## src/rtl/sync_cmd_ctrl_pkg.sv

```systemverilog
// Shared types and constants for the command sequencer: state encodings,
// default opcodes and the frame-timer width helper.
package sync_ctrl_pkg;

    localparam logic [2:0] ENC_IDLE    = 3'd0;
    localparam logic [2:0] ENC_WR_ADDR = 3'd1;
    localparam logic [2:0] ENC_WR_DATA = 3'd2;
    localparam logic [2:0] ENC_RD_ADDR = 3'd3;
    localparam logic [2:0] ENC_RD_WAIT = 3'd4;
    localparam logic [2:0] ENC_TX_HOLD = 3'd5;

    typedef enum logic [2:0] {
        ST_IDLE    = ENC_IDLE,
        ST_WR_ADDR = ENC_WR_ADDR,
        ST_WR_DATA = ENC_WR_DATA,
        ST_RD_ADDR = ENC_RD_ADDR,
        ST_RD_WAIT = ENC_RD_WAIT,
        ST_TX_HOLD = ENC_TX_HOLD
    } state_t;

    localparam logic [7:0] CMD_WR = 8'hAA;
    localparam logic [7:0] CMD_RD = 8'hBB;

    // Enough bits to count 0 .. cycles-1; the counter saturates, never wraps.
    function automatic int timer_width(input int cycles);
        return (cycles < 2) ? 1 : $clog2(cycles);
    endfunction

endpackage

```

## src/rtl/sync_cmd_ctrl_if.sv

```systemverilog
// Byte-stream, register-file and TX handshake bundle around the command sequencer.
// master = sequencer side, slave = surrounding synchronizer / register file / transmitter.
interface sync_cmd_ctrl_if #(
    parameter int data_width = 8,
    parameter int addr_width = 4
) ();

    logic                  enable_in;
    logic [data_width-1:0] data_in;

    logic                  rf_wr_en;
    logic                  rf_rd_en;
    logic [addr_width-1:0] rf_addr;
    logic [data_width-1:0] rf_wr_data;
    logic [data_width-1:0] rf_rd_data;
    logic                  rf_rd_valid;

    logic [data_width-1:0] tx_data;
    logic                  tx_valid;
    logic                  tx_ready;

    logic                  frame_err;
    logic                  busy;

    modport master (
        input  enable_in, data_in, rf_rd_data, rf_rd_valid, tx_ready,
        output rf_wr_en, rf_rd_en, rf_addr, rf_wr_data, tx_data, tx_valid,
               frame_err, busy
    );

    modport slave (
        output enable_in, data_in, rf_rd_data, rf_rd_valid, tx_ready,
        input  rf_wr_en, rf_rd_en, rf_addr, rf_wr_data, tx_data, tx_valid,
               frame_err, busy
    );

endinterface

```

## src/rtl/sync_cmd_ctrl_frame_timer.sv

```systemverilog
// Idle-cycle watchdog: counts while enabled, clears on request, flags the
// terminal count combinationally so the owner can act in the same cycle.
module frame_timer
    import sync_ctrl_pkg::*;
#(
    parameter int terminal = 1024
) (
    input  logic clk_in,
    input  logic rst_in,
    input  logic clr,
    input  logic en,
    output logic expired
);

    localparam int             W    = timer_width(terminal);
    localparam logic [W-1:0]   LAST = W'(terminal - 1);

    logic [W-1:0] cnt;

    always_ff @(posedge clk_in) begin
        if (rst_in || clr) begin
            cnt <= '0;
        end else if (en && (cnt != LAST)) begin
            cnt <= cnt + 1'b1;
        end
    end

    assign expired = en && (cnt == LAST);

endmodule

```

## src/rtl/sync_cmd_ctrl.sv

```systemverilog
// Parses write (cmd,addr,data) and read (cmd,addr) frames from the synchronized
// byte stream, strobes the register file and hands read data to the transmitter.
module sync_cmd_ctrl
    import sync_ctrl_pkg::*;
#(
    parameter int                    data_width     = 8,
    parameter int                    addr_width     = 4,
    parameter int                    timeout_cycles = 1024,
    parameter logic [data_width-1:0] cmd_wr         = CMD_WR,
    parameter logic [data_width-1:0] cmd_rd         = CMD_RD
) (
    input  logic           clk_in,
    input  logic           rst_in,
    sync_cmd_ctrl_if.master bus
);

    state_t                state;
    logic                  wr_en_q;
    logic                  rd_en_q;
    logic [addr_width-1:0] addr_q;
    logic [data_width-1:0] wr_data_q;
    logic [data_width-1:0] tx_data_q;
    logic                  tx_valid_q;
    logic                  err_q;
    logic                  busy_q;

    logic timer_en;
    logic timer_clr;
    logic expired;

    // Timer runs only while a frame is being assembled or read data is awaited.
    always_comb begin
        timer_en = (state == ST_WR_ADDR) || (state == ST_WR_DATA) ||
                   (state == ST_RD_ADDR) || (state == ST_RD_WAIT);
    end

    // Any progress or state change restarts the idle count; a byte dropped as an
    // overrun in RD_WAIT is not progress.
    always_comb begin
        timer_clr = !timer_en || expired;
        if (state == ST_RD_WAIT) begin
            if (bus.rf_rd_valid) timer_clr = 1'b1;
        end else if (bus.enable_in) begin
            timer_clr = 1'b1;
        end
    end

    frame_timer #(
        .terminal (timeout_cycles)
    ) u_timer (
        .clk_in  (clk_in),
        .rst_in  (rst_in),
        .clr     (timer_clr),
        .en      (timer_en),
        .expired (expired)
    );

    always_ff @(posedge clk_in) begin
        if (rst_in) begin
            state      <= ST_IDLE;
            wr_en_q    <= 1'b0;
            rd_en_q    <= 1'b0;
            addr_q     <= '0;
            wr_data_q  <= '0;
            tx_data_q  <= '0;
            tx_valid_q <= 1'b0;
            err_q      <= 1'b0;
            busy_q     <= 1'b0;
        end else begin
            wr_en_q <= 1'b0;
            rd_en_q <= 1'b0;
            err_q   <= 1'b0;
            case (state)
                ST_IDLE: begin
                    if (bus.enable_in) begin
                        if (bus.data_in == cmd_wr) begin
                            state  <= ST_WR_ADDR;
                            busy_q <= 1'b1;
                        end else if (bus.data_in == cmd_rd) begin
                            state  <= ST_RD_ADDR;
                            busy_q <= 1'b1;
                        end else begin
                            err_q <= 1'b1;
                        end
                    end
                end
                ST_WR_ADDR: begin
                    if (bus.enable_in) begin
                        addr_q <= bus.data_in[addr_width-1:0];
                        state  <= ST_WR_DATA;
                    end else if (expired) begin
                        state  <= ST_IDLE;
                        busy_q <= 1'b0;
                        err_q  <= 1'b1;
                    end
                end
                ST_WR_DATA: begin
                    if (bus.enable_in) begin
                        wr_data_q <= bus.data_in;
                        wr_en_q   <= 1'b1;
                        state     <= ST_IDLE;
                        busy_q    <= 1'b0;
                    end else if (expired) begin
                        state  <= ST_IDLE;
                        busy_q <= 1'b0;
                        err_q  <= 1'b1;
                    end
                end
                ST_RD_ADDR: begin
                    if (bus.enable_in) begin
                        addr_q  <= bus.data_in[addr_width-1:0];
                        rd_en_q <= 1'b1;
                        state   <= ST_RD_WAIT;
                    end else if (expired) begin
                        state  <= ST_IDLE;
                        busy_q <= 1'b0;
                        err_q  <= 1'b1;
                    end
                end
                ST_RD_WAIT: begin
                    // Overrun byte is dropped but read data is still taken.
                    if (bus.enable_in) err_q <= 1'b1;
                    if (bus.rf_rd_valid) begin
                        tx_data_q  <= bus.rf_rd_data;
                        tx_valid_q <= 1'b1;
                        state      <= ST_TX_HOLD;
                    end else if (expired) begin
                        state  <= ST_IDLE;
                        busy_q <= 1'b0;
                        err_q  <= 1'b1;
                    end
                end
                ST_TX_HOLD: begin
                    if (bus.enable_in) err_q <= 1'b1;
                    if (bus.tx_ready) begin
                        tx_valid_q <= 1'b0;
                        state      <= ST_IDLE;
                        busy_q     <= 1'b0;
                    end
                end
                default: begin
                    state      <= ST_IDLE;
                    tx_valid_q <= 1'b0;
                    busy_q     <= 1'b0;
                end
            endcase
        end
    end

    assign bus.rf_wr_en   = wr_en_q;
    assign bus.rf_rd_en   = rd_en_q;
    assign bus.rf_addr    = addr_q;
    assign bus.rf_wr_data = wr_data_q;
    assign bus.tx_data    = tx_data_q;
    assign bus.tx_valid   = tx_valid_q;
    assign bus.frame_err  = err_q;
    assign bus.busy       = busy_q;

endmodule

```

## src/flat_wrapper.sv

```systemverilog
// flat-port wrapper written by rule: the top's interface ports become plain ports
module sync_cmd_ctrl_flat import sync_ctrl_pkg::*;
#(
    parameter int                    data_width     = 8,
    parameter int                    addr_width     = 4,
    parameter int                    timeout_cycles = 1024,
    parameter logic [data_width-1:0] cmd_wr         = CMD_WR,
    parameter logic [data_width-1:0] cmd_rd         = CMD_RD
)
  (clk_in, rst_in, bus_enable_in, bus_data_in, bus_rf_rd_data, bus_rf_rd_valid, bus_tx_ready, bus_rf_wr_en, bus_rf_rd_en, bus_rf_addr, bus_rf_wr_data, bus_tx_data, bus_tx_valid, bus_frame_err, bus_busy);
  sync_cmd_ctrl_if #(.data_width(data_width), .addr_width(addr_width)) bus_i ();
  input  logic clk_in;
  input  logic rst_in;
  input wire logic [$bits(bus_i.enable_in)-1:0] bus_enable_in;
  input wire logic [$bits(bus_i.data_in)-1:0] bus_data_in;
  input wire logic [$bits(bus_i.rf_rd_data)-1:0] bus_rf_rd_data;
  input wire logic [$bits(bus_i.rf_rd_valid)-1:0] bus_rf_rd_valid;
  input wire logic [$bits(bus_i.tx_ready)-1:0] bus_tx_ready;
  output wire logic [$bits(bus_i.rf_wr_en)-1:0] bus_rf_wr_en;
  output wire logic [$bits(bus_i.rf_rd_en)-1:0] bus_rf_rd_en;
  output wire logic [$bits(bus_i.rf_addr)-1:0] bus_rf_addr;
  output wire logic [$bits(bus_i.rf_wr_data)-1:0] bus_rf_wr_data;
  output wire logic [$bits(bus_i.tx_data)-1:0] bus_tx_data;
  output wire logic [$bits(bus_i.tx_valid)-1:0] bus_tx_valid;
  output wire logic [$bits(bus_i.frame_err)-1:0] bus_frame_err;
  output wire logic [$bits(bus_i.busy)-1:0] bus_busy;
  assign bus_i.enable_in = bus_enable_in;
  assign bus_i.data_in = bus_data_in;
  assign bus_i.rf_rd_data = bus_rf_rd_data;
  assign bus_i.rf_rd_valid = bus_rf_rd_valid;
  assign bus_i.tx_ready = bus_tx_ready;
  assign bus_rf_wr_en = bus_i.rf_wr_en;
  assign bus_rf_rd_en = bus_i.rf_rd_en;
  assign bus_rf_addr = bus_i.rf_addr;
  assign bus_rf_wr_data = bus_i.rf_wr_data;
  assign bus_tx_data = bus_i.tx_data;
  assign bus_tx_valid = bus_i.tx_valid;
  assign bus_frame_err = bus_i.frame_err;
  assign bus_busy = bus_i.busy;
  sync_cmd_ctrl #(.data_width(data_width), .addr_width(addr_width), .timeout_cycles(timeout_cycles), .cmd_wr(cmd_wr), .cmd_rd(cmd_rd)) u_core (.clk_in(clk_in), .rst_in(rst_in), .bus(bus_i));
endmodule
```

## config.mk

```make
export PLATFORM = sky130hd
export DESIGN_NAME = sync_cmd_ctrl_flat
export DESIGN_NICKNAME = d
export VERILOG_FILES = /design/src/rtl/sync_cmd_ctrl_pkg.sv /design/src/rtl/sync_cmd_ctrl_if.sv /design/src/rtl/sync_cmd_ctrl_frame_timer.sv /design/src/rtl/sync_cmd_ctrl.sv /design/src/flat_wrapper.sv
export SDC_FILE = /design/constraint.sdc
export NUM_CORES = 1
export LEC_CHECK = 0
export ABC_CLOCK_PERIOD_IN_PS = 2130
export BUFFER_PORTS_ARGS = -buffer_cell sky130_fd_sc_hd__buf_2
export CAP_MARGIN = 25
export CORE_MARGIN = 10
export CORE_UTILIZATION = 51
export CTS_CLUSTER_DIAMETER = 150
export CTS_CLUSTER_SIZE = 30
export DETAILED_ROUTE_END_ITERATION = 8
export GPL_ROUTABILITY_DRIVEN = 0
export PLACE_DENSITY_LB_ADDON = 0.15
export SETUP_SLACK_MARGIN = 0.05
export SLEW_MARGIN = 10
export SYNTH_ARGS = -nofsm -noshare
export SYNTH_HDL_FRONTEND = slang
export SYNTH_SLANG_ARGS = --single-unit
```

## constraint.sdc

```tcl
create_clock -name clk_in -period 2.13 [get_ports clk_in]
set_input_delay 0.213 -clock clk_in [delete_from_list [all_inputs] [get_ports clk_in]]
set_output_delay 0.213 -clock clk_in [all_outputs]
set_load 0.01 [all_outputs]
```

; ---- Word-level counts from Yosys, hierarchy flattened
; Cells that the tools add are included.
[totals]
regBits = 38
output_inout_bits = 25
[op_classes]
addsub = 1
eq_ne = 15
n_mux = 33
bitwise_logic = 3
n_reduce_logical = 20
[op_table]
columns = operator, count
row1 = 3-bit two-way mux, 9
row2 = 1-bit two-way mux, 20
row3 = 3-bit case mux with 6 select lines, 1
row4 = 8-bit equality test (second input constant), 2
row5 = 10-bit by 1-bit adder with 10-bit output (second input constant), 1
row6 = 10-bit equality test (second input constant), 1
row7 = 10-bit inequality test (second input constant), 1
row8 = 2-bit inequality test (second input constant), 5
row9 = 3-bit by 2-bit equality test with 1-bit output (second input constant), 2
row10 = 3-bit equality test (second input constant), 2
row11 = 2-bit AND reduction, 3
row12 = 3-bit AND reduction, 2
row13 = 2-bit OR reduction, 3
row14 = 1-bit logical OR, 5
row15 = 1-bit case mux with 5 select lines, 1
row16 = 5-bit AND reduction, 1
row17 = 1-bit case mux with 4 select lines, 1
row18 = 4-bit OR reduction, 1
row19 = 3-bit by 1-bit equality test with 1-bit output (second input constant), 1
row20 = 3-bit logical NOT, 1
row21 = 3-bit by 1-bit inequality test with 1-bit output (second input constant), 1
row22 = 1-bit inverter, 3
row23 = 1-bit case mux with 3 select lines, 1
row24 = 3-bit OR reduction, 1
row25 = other kinds (2), 3

; ---- Depth between registers and ports, before layout
; Gate-level depths: netlist of the first run.
[logic_depth]
depth_word = 9
ltp_mapped = 6
ltp_nobuf = 5

; ---- Hierarchy
; From an unflattened synthesis of the first run, not the netlist that was laid out.
[hier_totals]
hier_cells = 200
area_unflattened_um2 = 1780.5
[by_module_without_submodules]
columns = module, n_inst, cells_each, area_each_um2, seq_area_each_um2
row1 = sync_cmd_ctrl, 1, 141, 1251.2, 560.5
row2 = frame_timer, 1, 59, 529.3, 200.2

; ---- Worst setup path before layout of the first run
; Ideal clock, no wire load.
[synth_timing]
kind = register to register
from = reg u_core.u_timer.cnt[0]
to = reg u_core.busy_q (netlist: u_core.bus.busy)
setup_time_ns = 0.115
arrival_time_ns = 1.394
path_slack_ns = 0.621
stages_incl_launch_ff = 6
period_less_slack_ns = 1.509
cell_sequence = dfxtp_1 > ha_1 > nand3_2 > or3_4 > a21o_1 > o21ba_1
[synth_via]
elab_chain_cells = 5
elab_cells_between_ends = 7
[synth_lines]
columns = element, line_no
row1 = start: declaration, sync_cmd_ctrl_frame_timer.sv:18  ; logic [W-1:0] cnt;
row2 = start signal: assignment, sync_cmd_ctrl_frame_timer.sv:24  ; cnt <= cnt + 1'b1;
row3 = 10-bit equality test *, sync_cmd_ctrl_frame_timer.sv:28  ; assign expired = en && (cnt == LAST);
row4 = 1-bit logical AND *, sync_cmd_ctrl_frame_timer.sv:28
row5 = 1-bit two-way mux *, -
row6 = "1-bit two-way mux, on equally long branches", -
row7 = 1-bit case mux with 5 select lines *, -
row8 = end signal: assignment, sync_cmd_ctrl.sv:68  ; busy_q <= 1'b0;
row9 = end signal: assignment, sync_cmd_ctrl.sv:78  ; busy_q <= 1'b1;
row10 = end signal: assignment, sync_cmd_ctrl.sv:81  ; busy_q <= 1'b1;
row11 = end: declaration, sync_cmd_ctrl.sv:25  ; logic busy_q;
; Mark *: on every way between the ends. The rest lies on a longest branch, timed or not. The select of a mux whose other input is x is not followed.
; A chain may end at the register's enable or synchronous reset.

; ---- Worst setup path in the final report of the first run
[layout_timing]
from = reg u_core.state[0]
to = reg u_core.state[1]
[layout_via]
elab_chain_cells = 8
elab_cells_between_ends = 20
[layout_lines]
columns = element, line_no
row1 = start: declaration, sync_cmd_ctrl.sv:17  ; state_t state;
row2 = start signal: assignment, sync_cmd_ctrl.sv:60  ; state <= ST_IDLE;
row3 = start signal: assignment, sync_cmd_ctrl.sv:77  ; state <= ST_WR_ADDR;
row4 = start signal: assignment, sync_cmd_ctrl.sv:80  ; state <= ST_RD_ADDR;
row5 = 3-bit by 1-bit equality test with 1-bit output or 3-bit by 2-bit equality test with 1-bit output (tied branches), "sync_cmd_ctrl.sv:33, sync_cmd_ctrl.sv:73"
row6 = 1-bit logical OR (2 in series), sync_cmd_ctrl.sv:33  ; timer_en = (state == ST_WR_ADDR) || (state == ST_WR_DATA) ||
row7 = 1-bit logical OR, sync_cmd_ctrl.sv:34  ; (state == ST_RD_ADDR) || (state == ST_RD_WAIT);
row8 = 1-bit logical AND, sync_cmd_ctrl_frame_timer.sv:28
row9 = 3-bit two-way mux, -
row10 = "3-bit two-way mux, on equally long branches", -
row11 = 3-bit case mux with 6 select lines, sync_cmd_ctrl.sv:73  ; case (state)
; Several ways; a longest one is shown, not always the timed one.

==> impl_metrics.ini, run 1 <==
[outcome]
outcome = completed

[synthesis]
yosys.cell_count.top_type = dfxtp_1
ys_async_sr_fraction_pct = 0
synth_flop_cell = dfxtp_1
syn_nets = 207
yosysTopAreaCell = dfxtp_1
synth_edf_count = 0
seq_area_frac_synth_pct = 44.0
ys_ff_latch = 38
synthTopCellsByCount = dfxtp_1 (38), nand2_1 (23), nor2_1 (18)
syn-cell-area_um2 = 1730
yosysUniqueCellTypes = 50
ys_warn_count = 0
syn_area_per_cell_um2 = 9.35
synthTopCellsByArea = dfxtp_1 (44%), mux2i_1 (7.5%), nand2_1 (5.0%)
syn_inst = 185
synth_top_area_share_pct = 44.0

[floorplan]
ioPinCount = 46
die_height_um = 78.3
core_um2 = 3310
initial_utilization_pct = 52.3
die_area_um2 = 6120
num_rows = 21
die_w_um = 78.3

[setup_path]
r2r_setup_slack_ns = 0.38
cp_data_arrival_time_ns = 2.00
r2r_start = u_core.state[0]$_SDFFE_PP0P_
start_kind = register
required_ns = 2.39
critPathCaptureType = register
r2r-end = u_core.state[1]$_SDFFE_PP0P_
crit_type = reg -> reg
ff2ff_path_depth = 3
cp_max_fo = 18

[hold_path]
hp-start = bus_rf_rd_data[1]
hp-class = in -> reg
holdPathStages = 3
min_to = u_core.bus.tx_data[1]$_SDFFE_PP0P_

[sta]
slew_violations = 0
timing.final.hold_violations = 0
setup_tns_ns = 0
timing.final.crit_share_pct = 81.9
finClkSkew_ns = 0.00686
finalSetupViolCount = 0
period_needed_ns = 1.75
slew_headroom_pct = 59.5
max_freq_mhz = 573
grt_setup_unrepaired = no
worst_pin_slew_ns = 0.607

[place]
hpwl_um = 2950
portBuffers = 45

[cts]
clock-root-buffer = clkbuf_4
clock-sinks = 38
cts_buffer_depth = 2
clk-insertion-delay-late_ns = 0.35
cts_tree = yes
numCtsBuffers = 5
cts_resized = 0
cts_setup_buffers = 0
holdBufCountCts = 0
clkTransAtPathRegs_ns = 0.11
cts-htree-levels = 2

[drt]
wl_per_cell_um = 14.0
dr_total_vias = 1423
drt_iter0_drc = 87
firstDrtPassIters = 4
final_antenna_net_count = 0
drc = 0
drt-total-wl_um = 3840
vias_per_cell = 5.19

[final_layout]
drive_above_1_share_pct = 31.1
final_util_pct = 60.7
nNetsFinal = 250
area_delta_synth_final_pct = 16.1
antenna_cells = 0
fill_cells = 324

[grt]
antenna_found_initial = 0
grt_first_pass_wirelength_um = 6440
grt_usage_pct = 12.9
grt_start_max_net_pins = 29
grt_pass1_vias = 1461
overflow = 0

[power_and_ir_drop]
total_power_mw = 1.32
peakVddDrop_mv = 0.402
p_leak_nw = 0.832
powerDensity_nw_per_um2 = 659

[job]
cap_violations = 0
placed cells by master (no fill, tap or decap), drive strengths merged, types with 3 or more instances in the layout:
cell / Yosys / routed
inv: 4 / 4
mux2i: 13 / 13
a21oi: 13 / 13
nor3: 5 / 5
xor2: 6 / 6
nand2: 23 / 23
o21ai: 3 / 3
nor2: 27 / 27
nand3: 3 / 3
nand4: 3 / 3
nand3b: 3 / 3
dfxtp: 38 / 38
buf: 7 / 46
clkbuf: 3 / 6
where the power goes:
group	leakage, nW	switching [mW]	internal, mW
registers	0.306	0.0369	0.735
clock network	0.0243	0.234	0.123
logic	0.501	0.102	0.0924
flip-flops by register name (all words and copies together) (netlist names):
register,cells
u_core.u_timer.cnt,10
u_core.bus.rf_addr,4
u_core.bus.frame_err,1
u_core.bus.tx_valid,1
u_core.bus.tx_data,8
u_core.state,3
u_core.bus.rf_rd_en,1
u_core.bus.busy,1
u_core.bus.rf_wr_en,1
u_core.bus.rf_wr_data,8
worst max-delay path by stage:
stage	slack, ns	depth (start not counted)	endpoint	from
after global routing	0.22	4	u_core.u_timer.cnt[7]$_SDFFE_PP0P_	u_core.state[0]$_SDFFE_PP0P_
after detailed placement	0.42	3	u_core.state[1]$_SDFFE_PP0P_	u_core.state[0]$_SDFFE_PP0P_
after global placement	0.48	4	u_core.u_timer.cnt[4]$_SDFFE_PP0P_	u_core.state[0]$_SDFFE_PP0P_
after CTS	0.38	5	u_core.u_timer.cnt[7]$_SDFFE_PP0P_	u_core.u_timer.cnt[0]$_SDFFE_PP0P_
after floorplan	0.62	5	u_core.bus.busy$_SDFFE_PP0P_	u_core.u_timer.cnt[0]$_SDFFE_PP0P_
final	0.38	3	u_core.state[1]$_SDFFE_PP0P_	u_core.state[0]$_SDFFE_PP0P_
cells by family (layout without fill, tap and decap cells):
family,count (synthesis),count (layout),share of synthesized area (%)
simple gates,81,81,27.2
flops,38,38,44.0
compound gates,29,29,11.5
mux,14,14,8.17
buf+inv,14,57,4.41
xor+xnor,8,8,4.05
fa+ha+maj,1,1,0.723
per-stage QoR:
stage | instance area (µm²) | setup WS [ns] | hold slack, ns | std cells
final | 2010 | 0.385 | 0.0886 | 274
after global routing | 2010 | 0.217 | 0.103 | 274
after global placement | 1960 | 0.484 | 0.440 | 267
after detailed placement | 1960 | 0.416 | 0.447 | 267
after CTS | 2010 | 0.385 | 0.0828 | 274
after floorplan | 1730 | 0.621 | 0.349 | 185
cell type report:
type / instances / area, µm² / area share, %
clock buffer: 6 / 41.3 / 2.06
clock inverter: 1 / 7.51 / 0.374
inverter: 4 / 15.0 / 0.748
multi-input combinational: 133 / 893 / 44.5
sequential: 38 / 761 / 37.9
tap: 46 / 57.6 / 2.87
timing repair buffer: 46 / 233 / 11.6
per-layer routing:
metal  share of wire (%)  track usage [%]  vias to the layer above  wire length (µm)
met2                  49             22.4                       35              1900
met3                 6.3             4.67                        7               240
met4                 1.8             6.81                        0                68
met5                   0                0                        -                 0
met1                  43             13.3                      652              1630
li1                    -                -                      729                 -
worst max-delay path, stage by stage, from the launching register on:
cell and delay, ns:
dfxtp_1 0.72, nand3b_1 0.37, o311a_2 0.25, a2111oi_2 0.31
Note: power is estimated with default switching activity, not from simulation.
==> run 2, diff against run 1 <==
--- a/config.mk
+++ b/config.mk
@@ -5,11 +5,12 @@
 export SDC_FILE = /design/constraint.sdc
 export NUM_CORES = 1
 export LEC_CHECK = 0
-export ABC_CLOCK_PERIOD_IN_PS = 2130
+export ABC_AREA = 1
+export ABC_CLOCK_PERIOD_IN_PS = 1500
 export BUFFER_PORTS_ARGS = -buffer_cell sky130_fd_sc_hd__buf_2
 export CAP_MARGIN = 25
 export CORE_MARGIN = 10
-export CORE_UTILIZATION = 51
+export CORE_UTILIZATION = 47
 export CTS_CLUSTER_DIAMETER = 150
 export CTS_CLUSTER_SIZE = 30
 export DETAILED_ROUTE_END_ITERATION = 8
==> constraint.sdc (replaced) <==
create_clock -name clk_in -period 1.5 [get_ports clk_in]
set_input_delay 0.15 -clock clk_in [delete_from_list [all_inputs] [get_ports clk_in]]
set_output_delay 0.15 -clock clk_in [all_outputs]
set_load 0.01 [all_outputs]
==> run 2 against run 1 <==
Net effect:
- clock power rose by 100%
- sequential share of layout area is 3.7 points lower
- utilization up 0.20 points
- highest routed layer unchanged
==> impl_metrics.ini, run 2 <==
[drt]
drt_iter0_drc = 46
vias_per_cell = 4.91
drc = 0
dr_total_vias = 1683
firstDrtPassIters = 4
drt-total-wl_um = 4250
wl_per_cell_um = 12.4
final_antenna_net_count = 0

[synthesis]
synth_edf_count = 0
syn_area_per_cell_um2 = 7.52
ys_warn_count = 0
syn_inst = 239
yosysTopAreaCell = dfxtp_1
synth_flop_cell = dfxtp_1
seq_area_frac_synth_pct = 42.3
synthTopCellsByArea = dfxtp_1 (42%), nand2_1 (9.2%), a21oi_1 (5.8%)
ys_async_sr_fraction_pct = 0
ys_ff_latch = 38
syn_nets = 261
synth_top_area_share_pct = 42.3
synthTopCellsByCount = nand2_1 (44), dfxtp_1 (38), nor2_1 (28)
yosysUniqueCellTypes = 30
yosys.cell_count.top_type = nand2_1
syn-cell-area_um2 = 1800

[floorplan]
num_rows = 22
die_area_um2 = 6700
die_height_um = 81.9
core_um2 = 3690
initial_utilization_pct = 48.7
die_w_um = 81.9
ioPinCount = 46

[sta]
timing.final.crit_share_pct = 90.5
grt_setup_unrepaired = yes
timing.final.hold_violations = 0
slew_violations = 0
hold_slack_ns = 0.0892
worst_pin_slew_ns = 0.247
finClkSkew_ns = 0.00340
finalSetupViolCount = 0
slew_headroom_pct = 83.4
max_freq_mhz = 737
period_needed_ns = 1.36
setup_tns_ns = 0

[grt]
overflow = 0
grt_start_max_net_pins = 16
antenna_found_initial = 0
grt_first_pass_wirelength_um = 7030
grt_pass1_vias = 1637
grt_usage_pct = 13.2

[final_layout]
largest_reg_flops = 10
drive_above_1_share_pct = 35.6
layout_common_cells = buf_2 (45), nand2_1 (44), dfxtp_1 (34)
nNetsFinal = 316
fill_cells = 341
antenna_cells = 0
area_delta_synth_final_pct = 24.8
fin_cells = 343
top_register = u_core.u_timer.cnt
layout_commonest_cell = buf_2

[cts]
clock-root-buffer = clkbuf_8
clkTransAtPathRegs_ns = 0.07
clock-sinks = 38
cts_buffer_depth = 2
cts_tree = yes
numCtsBuffers = 5
clk-insertion-delay-late_ns = 0.29
holdBufCountCts = 0
cts-htree-levels = 2

[setup_path]
critPathCaptureType = register
cp_data_arrival_time_ns = 1.55
start_kind = register
cp_max_fo = 5
crit_type = reg -> reg
required_ns = 1.69

[outcome]
outcome = completed

[place]
hpwl_um = 3200
place_inst = 334
portBuffers = 45

[hold_path]
hp-class = in -> reg

[power_and_ir_drop]
powerDensity_nw_per_um2 = 814
p_leak_nw = 1.00
peakVddDrop_mv = 0.540

[job]
cap_violations = 0
run 2: cell type report:
cell class	instances	area, µm²	area share, %
Sequential cell	38	768	34.2
Timing Repair Buffer	56	308	13.7
Multi-Input combinational cell	167	920	41.0
Clock buffer	7	86.3	3.85
Inverter	26	97.6	4.35
Tap cell	48	60.1	2.68
Clock inverter	1	5.00	0.223
run 2: where the power goes:
group / total (mW) / switching (mW) / internal, mW
Sequential: 1.01 / 0.00162 / 1.01
Combinational: 0.0881 / 0.0527 / 0.0354
Clock: 0.729 / 0.358 / 0.371
Total: 1.83 / 0.412 / 1.42
run 2: critical path, cell delays in order, from the launching register on:
cell and delay [ns]:
dfxtp_2 0.34, ha_2 0.18, nand3_2 0.10, nor2_4 0.15, nand2_2 0.08, nand2_4 0.11, inv_2 0.05, nand2_2 0.06
inv_2 0.03, o21ai_1 0.11, a21oi_1 0.05
run 2: metal layers:
layer | part of all wire, % | track usage (%) | vias to the layer above
li1 | - | - | 887
met1 | 46 | 15.4 | 742
met2 | 43 | 21.2 | 49
met3 | 9.5 | 4.69 | 5
met4 | 1.5 | 6.12 | 0
met5 | 0 | 0 | -
run 2: metrics by stage:
| stage | total power, mW | setup WS (ns) | util (%) | cell area [µm²] |
|---|---|---|---|---|
| detailed placement | 1.12 | 0.0717 | 57.1 | 2110 |
| finish | 1.83 | 0.142 | 60.9 | 2240 |
| global placement | 1.12 | 0.0997 | 57.1 | 2110 |
| floorplan | 1.08 | 0.108 | - | 1800 |
| CTS | 1.85 | 0.0619 | 59.9 | 2210 |
| global route | 1.88 | 0.0168 | 60.9 | 2240 |
run 2: worst paths after layout:
check / start / to / slack (ns) / cells past startpoint
min reg2reg: u_core.u_timer.cnt[0]$_SDFFE_PP0P_ / u_core.u_timer.cnt[0]$_SDFFE_PP0P_ / 0.42 / 1
max reg2reg: u_core.u_timer.cnt[0]$_SDFFE_PP0P_ / u_core.u_timer.cnt[6]$_SDFFE_PP0P_ / 0.14 / 10
min: bus_data_in[7] / u_core.bus.rf_wr_data[7]$_SDFFE_PP0P_ / 0.09 / 3
max: u_core.u_timer.cnt[0]$_SDFFE_PP0P_ / u_core.u_timer.cnt[6]$_SDFFE_PP0P_ / 0.14 / 10
run 2: timing repair:
item | in CTS | in global routing
gates resized for setup | 2 | 10
pin swaps | 3 | 4
setup buffers | 1 | 0
endpoints found under the setup margin | 2 | 16
run 2: kinds of logic (layout without fill, tap and decap cells):
| family | count (synthesis) | count (layout) | synth area share (%) |
|---|---|---|---|
| buffers and inverters | 34 | 90 | 8.35 |
| XOR/XNOR | 1 | 1 | 0.487 |
| AND/OR/NAND/NOR | 122 | 122 | 35.1 |
| AO/OA/AOI/OAI | 43 | 43 | 13.1 |
| adder cells (fa/ha/maj) | 1 | 1 | 0.696 |
| flip-flops | 38 | 38 | 42.3 |
==> run 3, diff against run 2 <==
--- a/config.mk
+++ b/config.mk
@@ -16,6 +16,7 @@
 export DETAILED_ROUTE_END_ITERATION = 8
 export GPL_ROUTABILITY_DRIVEN = 0
 export PLACE_DENSITY_LB_ADDON = 0.15
+export RECOVER_POWER = 50
 export SETUP_SLACK_MARGIN = 0.05
 export SLEW_MARGIN = 10
 export SYNTH_ARGS = -nofsm -noshare
==> run 3 against run 2 <==
Net effect:
- flip-flop and latch count unchanged
- cell area decreased by 1.5%
- largest cell class unchanged
- largest power group unchanged
- highest routed layer unchanged
- routed wire length increased by 0.38%
- critical path type unchanged
- worst hold slack improved by 0.0020 ns
- setup slack about the same
- maximum frequency about the same
- non-clock buffer count unchanged
- sequential share of layout area increased by 0.52 points
- global-route usage unchanged
==> impl_metrics.ini, run 3 (synthesis results as in run 2) <==
[drt]
final_antenna_net_count = 0
drt-total-wl_um = 4270
firstDrtPassIters = 4
drc = 0
drt_iter0_drc = 57
dr_total_vias = 1699
wl_per_cell_um = 12.4
vias_per_cell = 4.95

[place]
postPlaceCellArea_um2 = 2110
portBuffers = 45
place_inst = 334
dp_worst_setup_slack_ns = 0.0717
hpwl_um = 3200

[sta]
setup_tns_ns = 0
timing.final.hold_violations = 0
finalSetupViolCount = 0
worst_pin_slew_ns = 0.246
period_needed_ns = 1.36
finClkSkew_ns = 0.00332
timing.final.crit_share_pct = 90.5
grt_setup_unrepaired = yes
hold_slack_ns = 0.0912
slew_headroom_pct = 83.5
worst_slack_ns = 0.143
slew_violations = 0
max_freq_mhz = 737

[cts]
cts_tree = yes
numCtsBuffers = 5
cts-htree-levels = 2
clock-sinks = 38
clk-insertion-delay-late_ns = 0.29
clkTransAtPathRegs_ns = 0.07
cts_buffer_depth = 2
clock-root-buffer = clkbuf_8

[final_layout]
nNetsFinal = 316
top_register = u_core.u_timer.cnt
layout_common_cells = nand2_1 (44), dfxtp_1 (34), nor2_1 (27)
stdcell_area_um2 = 2210
multi_input_area_um2 = 920
largest_reg_flops = 10
layout_commonest_cell = nand2_1
fill_cells = 354
regArea_um2 = 768
drive_above_1_share_pct = 27.1
fin_cells = 343
final_util_pct = 59.9
antenna_cells = 0
area_delta_synth_final_pct = 23.0

[power_and_ir_drop]
total_power_mw = 1.83
peakVddDrop_mv = 0.540
powerDensity_nw_per_um2 = 826
p_leak_nw = 0.893

[hold_path]
hp-class = in -> reg

[floorplan]
die_area_um2 = 6700
die_height_um = 81.9
core_um2 = 3690
ioPinCount = 46
die_w_um = 81.9
num_rows = 22
initial_utilization_pct = 48.7

[setup_path]
crit_type = reg -> reg
max_stage_delay_ns = 0.34
path_cells = ha_2 > nand3_2 > nor2_4 > nand2_2 > nand2_4 > inv_2 > nand2_2 > inv_2 > o21ai_1 > a21oi_1
crit_family = simple AND/OR/NAND/NOR gates
cp_max_fo = 5
required_ns = 1.69
critPathSlowestCell = dfxtp_2
crit_buf_inv = 2
cp_data_arrival_time_ns = 1.55
start_kind = register
critPathCaptureType = register

[grt]
grt_usage_pct = 13.2
antenna_found_initial = 0
grt_first_pass_wirelength_um = 7030
overflow = 0
grt_start_max_net_pins = 16
grt_pass1_vias = 1637

[job]
cap_violations = 0

[outcome]
outcome = completed
==> run 3: cell types whose count changed in the layout (fill, tap and decap cells not counted) <==
cell	previous run	this run
clkbuf_1	1	26
buf_4	11	10
clkbuf_2	0	1
buf_2	45	20
==> run 3: final cells by class <==
class                           count  share of cell area, %
Clock buffer                        7                   3.90
Tap cell                           48                   2.72
Sequential cell                    38                   34.7
Inverter                           26                   4.41
Multi-Input combinational cell    167                   41.6
Clock inverter                      1                  0.226
Timing Repair Buffer               56                   12.4
==> run 3: power breakdown <==
part | switching (mW) | total [mW] | internal (mW)
clock | 0.357 | 0.727 | 0.371
combinational | 0.0529 | 0.0875 | 0.0346
sequential | 0.00170 | 1.01 | 1.01
==> run 3: worst paths after layout <==
kind,start,to,slack (ns),cells past startpoint
max,u_core.u_timer.cnt[0]$_SDFFE_PP0P_,u_core.u_timer.cnt[6]$_SDFFE_PP0P_,0.14,10
min,bus_data_in[7],u_core.bus.rf_wr_data[7]$_SDFFE_PP0P_,0.09,3
max reg2reg,u_core.u_timer.cnt[0]$_SDFFE_PP0P_,u_core.u_timer.cnt[6]$_SDFFE_PP0P_,0.14,10
min reg2reg,u_core.u_timer.cnt[0]$_SDFFE_PP0P_,u_core.u_timer.cnt[0]$_SDFFE_PP0P_,0.42,1
==> run 3: per-layer routing <==
layer	GRT usage, %	part of all wire, %	vias up
met5	0	0	-
met4	6.12	1.4	0
met3	4.69	9.6	5
met2	21.2	43	56
met1	15.4	46	751
li1	-	-	887
==> run 3: worst register-to-register path, delay by kind of cell (launching register included) <==
family	cells	cell delay, ns
flip-flops	1	0.34
AND/OR/NAND/NOR	5	0.50
adder cells (fa/ha/maj)	1	0.18
buffers and inverters	2	0.08
AO/OA/AOI/OAI	2	0.16
==> run 3: timing repair <==
item	4_1_cts	5_1_grt
hold buffers	0	0
pin swaps	3	4
resized for setup	2	10
setup endpoints to repair	2	16
setup buffers	1	0
